===== config.mk =====
export PLATFORM = sky130hd
export DESIGN_NAME = snn_param_loader_flat
export DESIGN_NICKNAME = d
export VERILOG_FILES = /design/src/rtl/snn_wb_pkg.sv /design/src/rtl/snn_param_loader_if.sv /design/src/rtl/snn_cmd_fifo.sv /design/src/rtl/snn_param_loader.sv /design/src/flat_wrapper.sv
export SDC_FILE = /design/constraint.sdc
export NUM_CORES = 1
export LEC_CHECK = 0
export CELL_PAD_IN_SITES_DETAIL_PLACEMENT = 1
export CELL_PAD_IN_SITES_GLOBAL_PLACEMENT = 2
export CORE_MARGIN = 2
export CORE_UTILIZATION = 25
export CTS_BUF_LIST = sky130_fd_sc_hd__clkbuf_2
export DETAILED_ROUTE_END_ITERATION = 16
export GPL_TIMING_DRIVEN = 0
export PLACE_DENSITY = 0.57
export SKIP_LAST_GASP = 1
export SLEW_MARGIN = 20
export SYNTH_ARGS = -nofsm -noshare
export SYNTH_HDL_FRONTEND = slang
export SYNTH_SLANG_ARGS = --single-unit

===== constraint.sdc =====
create_clock -name wb_clk_i -period 11.3 [get_ports wb_clk_i]
set_clock_uncertainty 0.15 [all_clocks]
set_input_delay 2.26 -clock wb_clk_i [delete_from_list [all_inputs] [get_ports wb_clk_i]]
set_output_delay 2.26 -clock wb_clk_i [all_outputs]
set_load 0.03 [all_outputs]

===== src/rtl/snn_wb_pkg.sv =====
// Shared types and constants for the neuron parameter loader.
// Holds the default address map, the queued command layout, the
// loader FSM encoding and the parameter address helper.
package snn_wb_pkg;

  // Default base of the core's parameter region and per-neuron window size.
  localparam logic [31:0] PARAM_BASE    = 32'h8002_0000;
  localparam logic [31:0] NEURON_STRIDE = 32'h0000_0100;

  // One queued host command: a single parameter word access.
  typedef struct packed {
    logic        we;
    logic [7:0]  neuron;
    logic [5:0]  word;
    logic [3:0]  sel;
    logic [31:0] data;
  } param_cmd_t;

  // Loader sequencing: wait for work, run one bus cycle, hand back a response.
  typedef enum logic [1:0] {
    IDLE = 2'd0,
    BUS  = 2'd1,
    RESP = 2'd2
  } loader_state_t;

  // Byte address of a parameter word; all terms wrap modulo 2^32.
  function automatic logic [31:0] param_addr(input logic [31:0] base,
                                             input logic [31:0] stride,
                                             input logic [7:0]  neuron,
                                             input logic [5:0]  word);
    logic [31:0] prod;
    prod = 32'(neuron) * stride;
    return base + prod + {24'd0, word, 2'b00};
  endfunction

endpackage


===== src/rtl/snn_param_loader_if.sv =====
// Wishbone classic single-master bus between the loader and the core's
// parameter responder. Signal names keep the master's point of view.
//
// Handshake: the master holds cyc/stb with stable adr/dat/sel/we until the
// responder raises ack for one sampled edge; ack while cyc is low carries no
// meaning and is ignored by the master.
interface snn_param_loader_if;
  logic        wbm_cyc_o;
  logic        wbm_stb_o;
  logic        wbm_we_o;
  logic [3:0]  wbm_sel_o;
  logic [31:0] wbm_adr_o;
  logic [31:0] wbm_dat_o;
  logic        wbm_ack_i;
  logic [31:0] wbm_dat_i;

  modport master (
    output wbm_cyc_o, wbm_stb_o, wbm_we_o, wbm_sel_o, wbm_adr_o, wbm_dat_o,
    input  wbm_ack_i, wbm_dat_i
  );

  modport slave (
    input  wbm_cyc_o, wbm_stb_o, wbm_we_o, wbm_sel_o, wbm_adr_o, wbm_dat_o,
    output wbm_ack_i, wbm_dat_i
  );
endinterface


===== src/rtl/snn_cmd_fifo.sv =====
// Strict in-order command FIFO. Flags come from a registered occupancy
// count, so a full FIFO refuses a push even when a pop happens on the same
// edge. Data written on an edge is visible at the head one cycle later.
module snn_cmd_fifo
  import snn_wb_pkg::*;
#(
  parameter  int DEPTH = 4,
  localparam int AW    = $clog2(DEPTH),
  localparam int CW    = AW + 1
) (
  input  logic          clk,
  input  logic          rst,
  input  logic          push,
  input  param_cmd_t    din,
  input  logic          pop,
  output param_cmd_t    dout,
  output logic          full,
  output logic          empty,
  output logic [CW-1:0] count
);

  param_cmd_t    mem [DEPTH];
  logic [AW-1:0] wr_ptr;
  logic [AW-1:0] rd_ptr;
  logic          do_push;
  logic          do_pop;

  assign full    = (count == CW'(DEPTH));
  assign empty   = (count == '0);
  assign do_push = push & ~full;
  assign do_pop  = pop & ~empty;
  assign dout    = mem[rd_ptr];

  // Storage array: written only on an accepted push, never reset.
  always_ff @(posedge clk) begin
    if (do_push) begin
      mem[wr_ptr] <= din;
    end
  end

  // Pointers and occupancy; reset flushes the queue.
  always_ff @(posedge clk or posedge rst) begin
    if (rst) begin
      wr_ptr <= '0;
      rd_ptr <= '0;
      count  <= '0;
    end else begin
      if (do_push) begin
        wr_ptr <= wr_ptr + 1'b1;
      end
      if (do_pop) begin
        rd_ptr <= rd_ptr + 1'b1;
      end
      case ({do_push, do_pop})
        2'b10:   count <= count + CW'(1);
        2'b01:   count <= count - CW'(1);
        default: count <= count;
      endcase
    end
  end

endmodule


===== src/rtl/snn_param_loader.sv =====
// Wishbone initiator that turns queued host commands into single-beat
// parameter accesses on a 256-neuron core. One command is in flight at a
// time; each ends in exactly one response (ack data or timeout abort).
// No new bus cycle starts while the core is calculating.
module snn_param_loader #(
  parameter logic [31:0] PARAM_BASE     = snn_wb_pkg::PARAM_BASE,
  parameter logic [31:0] NEURON_STRIDE  = snn_wb_pkg::NEURON_STRIDE,
  parameter int          CMD_DEPTH      = 4,
  parameter int          TIMEOUT_CYCLES = 255
) (
  input  logic                       wb_clk_i,
  input  logic                       wb_rst_i,
  // host command channel
  input  logic                       cmd_valid_i,
  output logic                       cmd_ready_o,
  input  logic                       cmd_we_i,
  input  logic [7:0]                 cmd_neuron_i,
  input  logic [5:0]                 cmd_word_i,
  input  logic [3:0]                 cmd_sel_i,
  input  logic [31:0]                cmd_data_i,
  // core status
  input  logic                       calc_en_i,
  // parameter bus
  snn_param_loader_if.master         wbm,
  output logic                       param_in_en_o,
  // response channel
  output logic                       rsp_valid_o,
  input  logic                       rsp_ready_i,
  output logic [31:0]                rsp_data_o,
  output logic                       rsp_err_o,
  output logic                       busy_o,
  // current FSM state for observation
  output snn_wb_pkg::loader_state_t  dbg_state_o
);
  import snn_wb_pkg::*;

  localparam int CW = $clog2(CMD_DEPTH) + 1;

  // Command and response channels both follow valid/ready: a transfer
  // happens on an edge where valid and ready are both high; the sender holds
  // its payload stable while valid is high and ready is low.

  param_cmd_t    fifo_din;
  param_cmd_t    fifo_dout;
  logic          fifo_full;
  logic          fifo_empty;
  logic [CW-1:0] fifo_count;
  logic          push;
  logic          pop;

  loader_state_t state;
  loader_state_t state_nxt;

  logic [15:0]   tmo_cnt;
  logic          tmo_hit;

  logic          we_q;
  logic [3:0]    sel_q;
  logic [31:0]   adr_q;
  logic [31:0]   dat_q;
  logic [31:0]   rsp_data_q;
  logic          rsp_err_q;

  assign fifo_din = '{we:     cmd_we_i,
                      neuron: cmd_neuron_i,
                      word:   cmd_word_i,
                      sel:    cmd_sel_i,
                      data:   cmd_data_i};

  // Ready is low throughout reset and otherwise tracks the registered fill.
  assign cmd_ready_o = ~fifo_full & ~wb_rst_i;
  assign push        = cmd_valid_i & cmd_ready_o;

  snn_cmd_fifo #(
    .DEPTH (CMD_DEPTH)
  ) u_cmd_fifo (
    .clk   (wb_clk_i),
    .rst   (wb_rst_i),
    .push  (push),
    .din   (fifo_din),
    .pop   (pop),
    .dout  (fifo_dout),
    .full  (fifo_full),
    .empty (fifo_empty),
    .count (fifo_count)
  );

  // Abort fires on the edge that completes TIMEOUT_CYCLES cycles in BUS.
  assign tmo_hit = (tmo_cnt == 16'(TIMEOUT_CYCLES - 1));

  // State register; reset returns to IDLE, dropping cyc/stb at once.
  always_ff @(posedge wb_clk_i or posedge wb_rst_i) begin
    if (wb_rst_i) begin
      state <= IDLE;
    end else begin
      state <= state_nxt;
    end
  end

  // Next-state: a pop needs a queued command and an idle core; ack beats timeout.
  always_comb begin
    state_nxt = state;
    case (state)
      IDLE: begin
        if (!fifo_empty && !calc_en_i) begin
          state_nxt = BUS;
        end
      end
      BUS: begin
        if (wbm.wbm_ack_i || tmo_hit) begin
          state_nxt = RESP;
        end
      end
      RESP: begin
        if (rsp_ready_i) begin
          state_nxt = IDLE;
        end
      end
      default: state_nxt = IDLE;
    endcase
  end

  // Outputs decoded from the state register only.
  always_comb begin
    pop           = 1'b0;
    wbm.wbm_cyc_o = 1'b0;
    wbm.wbm_stb_o = 1'b0;
    rsp_valid_o   = 1'b0;
    case (state)
      IDLE: pop = ~fifo_empty & ~calc_en_i;
      BUS: begin
        wbm.wbm_cyc_o = 1'b1;
        wbm.wbm_stb_o = 1'b1;
      end
      RESP:    rsp_valid_o = 1'b1;
      default: pop = 1'b0;
    endcase
    param_in_en_o = wbm.wbm_cyc_o;
    busy_o        = (fifo_count != '0) || (state != IDLE);
  end

  // Bus fields latched at pop so they stay put for the whole cycle.
  always_ff @(posedge wb_clk_i or posedge wb_rst_i) begin
    if (wb_rst_i) begin
      we_q  <= 1'b0;
      sel_q <= '0;
      adr_q <= '0;
      dat_q <= '0;
    end else if (pop) begin
      we_q  <= fifo_dout.we;
      sel_q <= fifo_dout.sel;
      adr_q <= param_addr(PARAM_BASE, NEURON_STRIDE,
                          fifo_dout.neuron, fifo_dout.word);
      dat_q <= fifo_dout.data;
    end
  end

  // Ack wait counter: cleared on entry to BUS, advanced each unacked cycle.
  always_ff @(posedge wb_clk_i or posedge wb_rst_i) begin
    if (wb_rst_i) begin
      tmo_cnt <= '0;
    end else if (pop) begin
      tmo_cnt <= '0;
    end else if (state == BUS && !wbm.wbm_ack_i && !tmo_hit) begin
      tmo_cnt <= tmo_cnt + 16'd1;
    end
  end

  // Response payload captured on leaving BUS; held through RESP.
  always_ff @(posedge wb_clk_i or posedge wb_rst_i) begin
    if (wb_rst_i) begin
      rsp_data_q <= '0;
      rsp_err_q  <= 1'b0;
    end else if (state == BUS) begin
      if (wbm.wbm_ack_i) begin
        rsp_data_q <= we_q ? 32'h0 : wbm.wbm_dat_i;
        rsp_err_q  <= 1'b0;
      end else if (tmo_hit) begin
        rsp_data_q <= 32'h0;
        rsp_err_q  <= 1'b1;
      end
    end
  end

  assign wbm.wbm_we_o  = we_q;
  assign wbm.wbm_sel_o = sel_q;
  assign wbm.wbm_adr_o = adr_q;
  assign wbm.wbm_dat_o = dat_q;
  assign rsp_data_o    = rsp_data_q;
  assign rsp_err_o     = rsp_err_q;
  assign dbg_state_o   = state;

endmodule


===== src/flat_wrapper.sv =====
// flat-port wrapper written by rule: the top's interface ports become plain ports
module snn_param_loader_flat import snn_wb_pkg::*;
#(
  parameter logic [31:0] PARAM_BASE     = snn_wb_pkg::PARAM_BASE,
  parameter logic [31:0] NEURON_STRIDE  = snn_wb_pkg::NEURON_STRIDE,
  parameter int          CMD_DEPTH      = 4,
  parameter int          TIMEOUT_CYCLES = 255
)
  (wb_clk_i, wb_rst_i, cmd_valid_i, cmd_ready_o, cmd_we_i, cmd_neuron_i, cmd_word_i, cmd_sel_i, cmd_data_i, calc_en_i, param_in_en_o, rsp_valid_o, rsp_ready_i, rsp_data_o, rsp_err_o, busy_o, dbg_state_o, wbm_wbm_cyc_o, wbm_wbm_stb_o, wbm_wbm_we_o, wbm_wbm_sel_o, wbm_wbm_adr_o, wbm_wbm_dat_o, wbm_wbm_ack_i, wbm_wbm_dat_i);
  snn_param_loader_if wbm_i ();
  input  logic wb_clk_i;
  input  logic wb_rst_i;
  input  logic cmd_valid_i;
  output logic cmd_ready_o;
  input  logic cmd_we_i;
  input  logic [7:0] cmd_neuron_i;
  input  logic [5:0] cmd_word_i;
  input  logic [3:0] cmd_sel_i;
  input  logic [31:0] cmd_data_i;
  input  logic calc_en_i;
  output logic param_in_en_o;
  output logic rsp_valid_o;
  input  logic rsp_ready_i;
  output logic [31:0] rsp_data_o;
  output logic rsp_err_o;
  output logic busy_o;
  output snn_wb_pkg::loader_state_t dbg_state_o;
  output wire logic [$bits(wbm_i.wbm_cyc_o)-1:0] wbm_wbm_cyc_o;
  output wire logic [$bits(wbm_i.wbm_stb_o)-1:0] wbm_wbm_stb_o;
  output wire logic [$bits(wbm_i.wbm_we_o)-1:0] wbm_wbm_we_o;
  output wire logic [$bits(wbm_i.wbm_sel_o)-1:0] wbm_wbm_sel_o;
  output wire logic [$bits(wbm_i.wbm_adr_o)-1:0] wbm_wbm_adr_o;
  output wire logic [$bits(wbm_i.wbm_dat_o)-1:0] wbm_wbm_dat_o;
  input wire logic [$bits(wbm_i.wbm_ack_i)-1:0] wbm_wbm_ack_i;
  input wire logic [$bits(wbm_i.wbm_dat_i)-1:0] wbm_wbm_dat_i;
  assign wbm_wbm_cyc_o = wbm_i.wbm_cyc_o;
  assign wbm_wbm_stb_o = wbm_i.wbm_stb_o;
  assign wbm_wbm_we_o = wbm_i.wbm_we_o;
  assign wbm_wbm_sel_o = wbm_i.wbm_sel_o;
  assign wbm_wbm_adr_o = wbm_i.wbm_adr_o;
  assign wbm_wbm_dat_o = wbm_i.wbm_dat_o;
  assign wbm_i.wbm_ack_i = wbm_wbm_ack_i;
  assign wbm_i.wbm_dat_i = wbm_wbm_dat_i;
  snn_param_loader #(.PARAM_BASE(PARAM_BASE), .NEURON_STRIDE(NEURON_STRIDE), .CMD_DEPTH(CMD_DEPTH), .TIMEOUT_CYCLES(TIMEOUT_CYCLES)) u_core (.wb_clk_i(wb_clk_i), .wb_rst_i(wb_rst_i), .cmd_valid_i(cmd_valid_i), .cmd_ready_o(cmd_ready_o), .cmd_we_i(cmd_we_i), .cmd_neuron_i(cmd_neuron_i), .cmd_word_i(cmd_word_i), .cmd_sel_i(cmd_sel_i), .cmd_data_i(cmd_data_i), .calc_en_i(calc_en_i), .wbm(wbm_i), .param_in_en_o(param_in_en_o), .rsp_valid_o(rsp_valid_o), .rsp_ready_i(rsp_ready_i), .rsp_data_o(rsp_data_o), .rsp_err_o(rsp_err_o), .busy_o(busy_o), .dbg_state_o(dbg_state_o));
endmodule

Yosys cells after proc, flatten, opt, wreduce, memory -nomap -nowiden. Memories as Yosys holds them, arrays and structs flattened. Cells that the tools add are included. Widths: inputs -> output; s select.

Add/subtract/negate cells: 7. Equal/unequal tests: 9. Mux-type cells: 17. Bitwise operators: 9. Reductions and logical operators: 18.

Operator list (number): $mux 32 (3); $add 32x16->32 const A (1); $add 32x8->32 (1); $mux 16 (2); $add 16x1->16 const B (1); $eq 16x8->1 const B (1); $reduce_bool 2->1 (4); $mux 1 (7); $mux 2 (3); $pmux 2 s3 (1); $pmux 3 s2 (1); $and 1x1->1 (5); $add 2x1->2 const B (2); $eq 2x1->1 const B (2); $eq 2x2->1 const B (2); $logic_not 1->1 (4); $ne 2x1->1 const B (2); $not 1->1 (4); $add 3x1->3 const B (1); $eq 3x3->1 const B (1); $logic_and 1x1->1 (3); $logic_not 3->1 (1); $reduce_and 3->1 (1); $reduce_bool 3->1 (1); 5 further kinds (6).

Register bits after elaboration: 127. RAM bits: 204. Input bits: 89. Logic and storage cells: 72. Memories: 1.

Memory list: u_core.u_cmd_fifo.mem (depth 4, width 51, read ports 1, clocked after memory_dff 0, write ports 1, line snn_cmd_fifo.sv:22) `param_cmd_t mem [DEPTH];`.

Logic depth before layout (Yosys ltp).
Depth after elaboration: 7. Mapped depth: 10. Depth with buffers taken out: 10.

Modules after synthesis. From an unflattened synthesis, not the netlist that was laid out.

Cells, all modules: 730. Area, all modules: 12160.4 um^2.

Modules (own cells, without submodules): snn_cmd_fifo (instances 1, cells each 305, area an instance 7851.3 um^2); snn_param_loader (instances 1, cells each 425, area an instance 4309.1 um^2).

Worst setup path after synthesis. OpenSTA, ideal clock, no wires.

Path type: in2out. From: in wb_rst_i. To: out cmd_ready_o. Arrival: 2893 ps. Data required time: 8890 ps. Setup slack: 5997 ps. Stages: 1. Cells stage by stage: a31oi_1.

Longest elaborated chain between the ends: 2.

Ends and longest elaborated chain: start, declared (line flat_wrapper.sv:12) `input logic wb_rst_i;`; $not 1->1 (line snn_param_loader.sv:71) `assign cmd_ready_o = ~fifo_full & ~wb_rst_i;`; $and 1x1->1 (line snn_param_loader.sv:71); end, declared (line flat_wrapper.sv:14) `output logic cmd_ready_o;`.

No other way between the ends.

Final worst setup path. Ends and elaborated chain as after synthesis.

==> flow_summary.json <==
{
  "synth_area_leaders": "edfxtp_1 51%, dfrtp_1 23%, mux4_2 9.6%",
  "overflow": 0,
  "synthArstFlopShare_pct": 35.0,
  "period_share_pct": 56.8,
  "leakagePower_nw": 6.04,
  "crit_path_end_kind": "output port",
  "p_switching_mw": 1.45,
  "synth_top_area_share_pct": 51.0,
  "hpwl_mm": 20.1,
  "drive_gt1_share_pct": 22.3,
  "area_delta_synth_final_pct": 30.5,
  "antenna_found_initial": 6,
  "wl_per_cell_um": 18.3,
  "use_met1_pct": 15.5,
  "cp_max_fo": 6,
  "postCtsSetupRepairBufs": 0,
  "htree_levels": 3,
  "cp-start-kind": "input port",
  "core-area_um2": 47500,
  "hold_viol": 0,
  "drtPass1Iterations": 4,
  "initial_core_util_pct": 25.3,
  "synth-seq-area-share_pct": 73.9,
  "pwr-share-comb_pct": 37.4,
  "numPortBuffers": 182,
  "grt_max_degree": 87,
  "ys_seq_elements": 314,
  "die_h_um": 223,
  "netSwitchingFraction_pct": 36.9,
  "synth_most_common_cell": "edfxtp_1",
  "final.fill_count": 5037,
  "die_w_um": 223,
  "grtUsageMet3_pct": 4.95,
  "drtAntennaViolNets": 0,
  "fin_setup_tns_ps": 0,
  "syn_area_um2": 12000,
  "vias": 7198,
  "fp-row-count": 80,
  "min_period_ps": 6420,
  "final_cells": 1702,
  "place_congestion": 0.666,
  "slew_headroom_pct": 51.0,
  "outcome": "finished clean",
  "clk_latency_ps": 970,
  "drt_iter0_markers": 240,
  "grt_busiest_layer": "met2",
  "io_pins": 199,
  "grtUsageTotal_pct": 12.9,
  "syn_avg_cell_area_um2": 16.7,
  "fin_nets": 1110,
  "place_inst": 1538,
  "maxCapViolations": 0,
  "synth_commonest_cells": "204 x edfxtp_1, 165 x nand2_1, 110 x dfrtp_1",
  "max_freq_ghz": 0.156,
  "p_per_area_nw_per_um2": 251,
  "synth_top_cell_by_area": "edfxtp_1",
  "multi_input_area_um2": 2860,
  "internal_power_mw": 2.49,
  "grt_pass1_wl_mm": 48.6,
  "setup_viol": 0,
  "root_buffer": "clkbuf_2",
  "cts_resized": 0,
  "wl_mm": 31.2,
  "ys.warnings.count": 0,
  "regArea_um2": 8880,
  "ctsLongestPathBuffers": 3,
  "critical_path_class": "input port to output port",
  "synth_cells": 721,
  "first_global_vias": 8165,
  "hold_buffers": 0,
  "pwr-share-clk_pct": 22.2,
  "cts.sink_count": 314,
  "drc": 0,
  "finalMaxSlewViolations": 0,
  "critical_path_arrival_ps": 4010,
  "synth-edff-count": 204,
  "worstPathRequired_ps": 8890,
  "tritoncts": "yes",
  "dp_slack_ps": 4860,
  "hold_path_class": "register to register",
  "ir_drop_v": 0.000126,
  "die_area_um2": 49800,
  "via_per_inst": 4.23,
  "ys.flop_type": "edfxtp_1",
  "cts_buffers": 88,
  "clkSlewWorstSetupHoldPaths_ps": 70,
  "grt_use_met2_pct": 21.4,
  "synth.distinct_cells": 46,
  "tightestPinTransition_ps": 730,
  "rsz0062_at_grt": "false",
  "p_seq_share_pct": 40.4,
  "fin_ws_ps": 4880
}
## registers in the layout (all words and copies together) (netlist names)
| name | flops |
|---|---|
| u_core.wbm.wbm_sel_o | 4 |
| u_core.rsp_err_o | 1 |
| u_core.u_cmd_fifo.rd_ptr | 2 |
| u_core.tmo_cnt | 16 |
| u_core.u_cmd_fifo.wr_ptr | 2 |
| u_core.dbg_state_o | 2 |
| u_core.wbm.wbm_dat_o | 32 |
| u_core.u_cmd_fifo.count | 3 |
| u_core.wbm.wbm_we_o | 1 |
| u_core.wbm.wbm_adr_o | 15 |
| u_core.u_cmd_fifo.mem | 204 |
| u_core.rsp_data_o | 32 |
## metrics by stage
step                      instance area, um^2  hold WS [ps]  power [mW]  utilization (%)
after CTS                               15700           335        4.05             32.9
after global placement                  14700           314        3.11             30.8
after detailed placement                14800           316        3.13             31.1
after global routing                    15700           343        4.22             32.9
final                                   15700           325        3.94             33.0
after floorplan                         12100           305        2.51                -
## worst paths after layout
| check | startpoint | end | slack (ps) | cells after the start |
|---|---|---|---|---|
| setup / recovery | wb_rst_i | cmd_ready_o | 4880 | 3 |
| hold / removal | u_core.wbm.wbm_adr_o[8]$_DFFE_PP0N_ | u_core.wbm.wbm_adr_o[8]$_DFFE_PP0N_ | 320 | 2 |
| setup reg to reg | u_core.dbg_state_o[0]$_DFFE_PP0P_ | u_core.u_cmd_fifo.count[2]$_DFFE_PP0P_ | 8020 | 10 |
| hold reg to reg | u_core.wbm.wbm_adr_o[8]$_DFFE_PP0N_ | u_core.wbm.wbm_adr_o[8]$_DFFE_PP0N_ | 320 | 2 |
| max in group asynchronous | wb_rst_i | u_core.wbm.wbm_adr_o[5]$_DFFE_PP0N_ | 8690 | 3 |
| min in group asynchronous | wb_rst_i | u_core.u_cmd_fifo.count[2]$_DFFE_PP0P_ | 1500 | 2 |
## cells by family (layout without fill, tap and decap cells)
kind of cell               count (synthesis)  count (layout)  synth area share (%)
and+or+nand+nor                          214             214                  7.98
AOI/OAI and AO/OA                         59              59                  3.81
buffers and inverters                     62             407                  2.83
xor gates and xnor gates                   8               8                 0.584
adders and majority gates                  8               8                 0.896
other                                      1              22                0.0312
DFF                                      314             314                  73.9
muxes                                     55              55                  9.91
## worst max-delay path, cell delays in order
cell	delay [ps]
clkdlybuf4s50_1	510
a31oi_1	460
clkdlybuf4s50_1	780
## per-layer routing
| metal | wire [um] | vias up |
|---|---|---|
| met1 | 13400 | 3609 |
| li1 | - | 3305 |
| met2 | 14900 | 227 |
| met4 | 605 | 4 |
| met5 | 27 | - |
| met3 | 2290 | 53 |
## layout make-up
| class | instances | share of cell area (%) |
|---|---|---|
| timing repair buffer | 187 | 12.4 |
| clock inverter | 24 | 1.20 |
| tap | 615 | 4.91 |
| clock buffer | 134 | 4.28 |
| multi-input combinational | 360 | 18.3 |
| sequential | 314 | 56.7 |
| inverter | 11 | 0.311 |
| buffer | 51 | 1.91 |
| antenna | 6 | 0.0958 |
## layout by cell type (no fill, tap or decap), types with 2 or more instances in the layout
| master | count |
|---|---|
| bufinv_16 | 3 |
| o211ai_1 | 5 |
| a21oi_1 | 9 |
| xor2_1 | 2 |
| buf_2 | 5 |
| edfxtp_1 | 204 |
| nor3_1 | 3 |
| and3_4 | 4 |
| nand4_1 | 5 |
| mux2i_1 | 3 |
| or4_1 | 6 |
| o31ai_1 | 7 |
| diode_2 | 6 |
| nand2b_1 | 2 |
| conb_1 | 16 |
| nor3b_1 | 2 |
| dfrtp_1 | 110 |
| nor2_1 | 4 |
| nand3_1 | 4 |
| clkbuf_1 | 19 |
| nand2_1 | 165 |
| ha_1 | 7 |
| buf_1 | 4 |
| clkbuf_2 | 134 |
| buf_12 | 3 |
| or3_1 | 7 |
| a22o_1 | 32 |
| inv_1 | 9 |
| clkdlybuf4s50_1 | 182 |
| buf_16 | 2 |
| xnor2_1 | 6 |
| or4_4 | 2 |
| mux4_2 | 51 |
| clkinv_1 | 14 |
| o21ai_1 | 3 |
| buf_6 | 4 |
| buf_4 | 19 |
| clkinv_2 | 4 |
## power by group through the flow
stage	registers, mW	logic, mW	clock network (mW)
2_1_floorplan	1.89	0.620	0
3_3_place_gp	1.62	1.49	0
3_5_place_dp	1.62	1.51	0
4_1_cts	1.60	1.52	0.931
5_1_grt	1.62	1.60	0.989
6_report	1.59	1.47	0.876
Power figures use the tool's default switching activity.
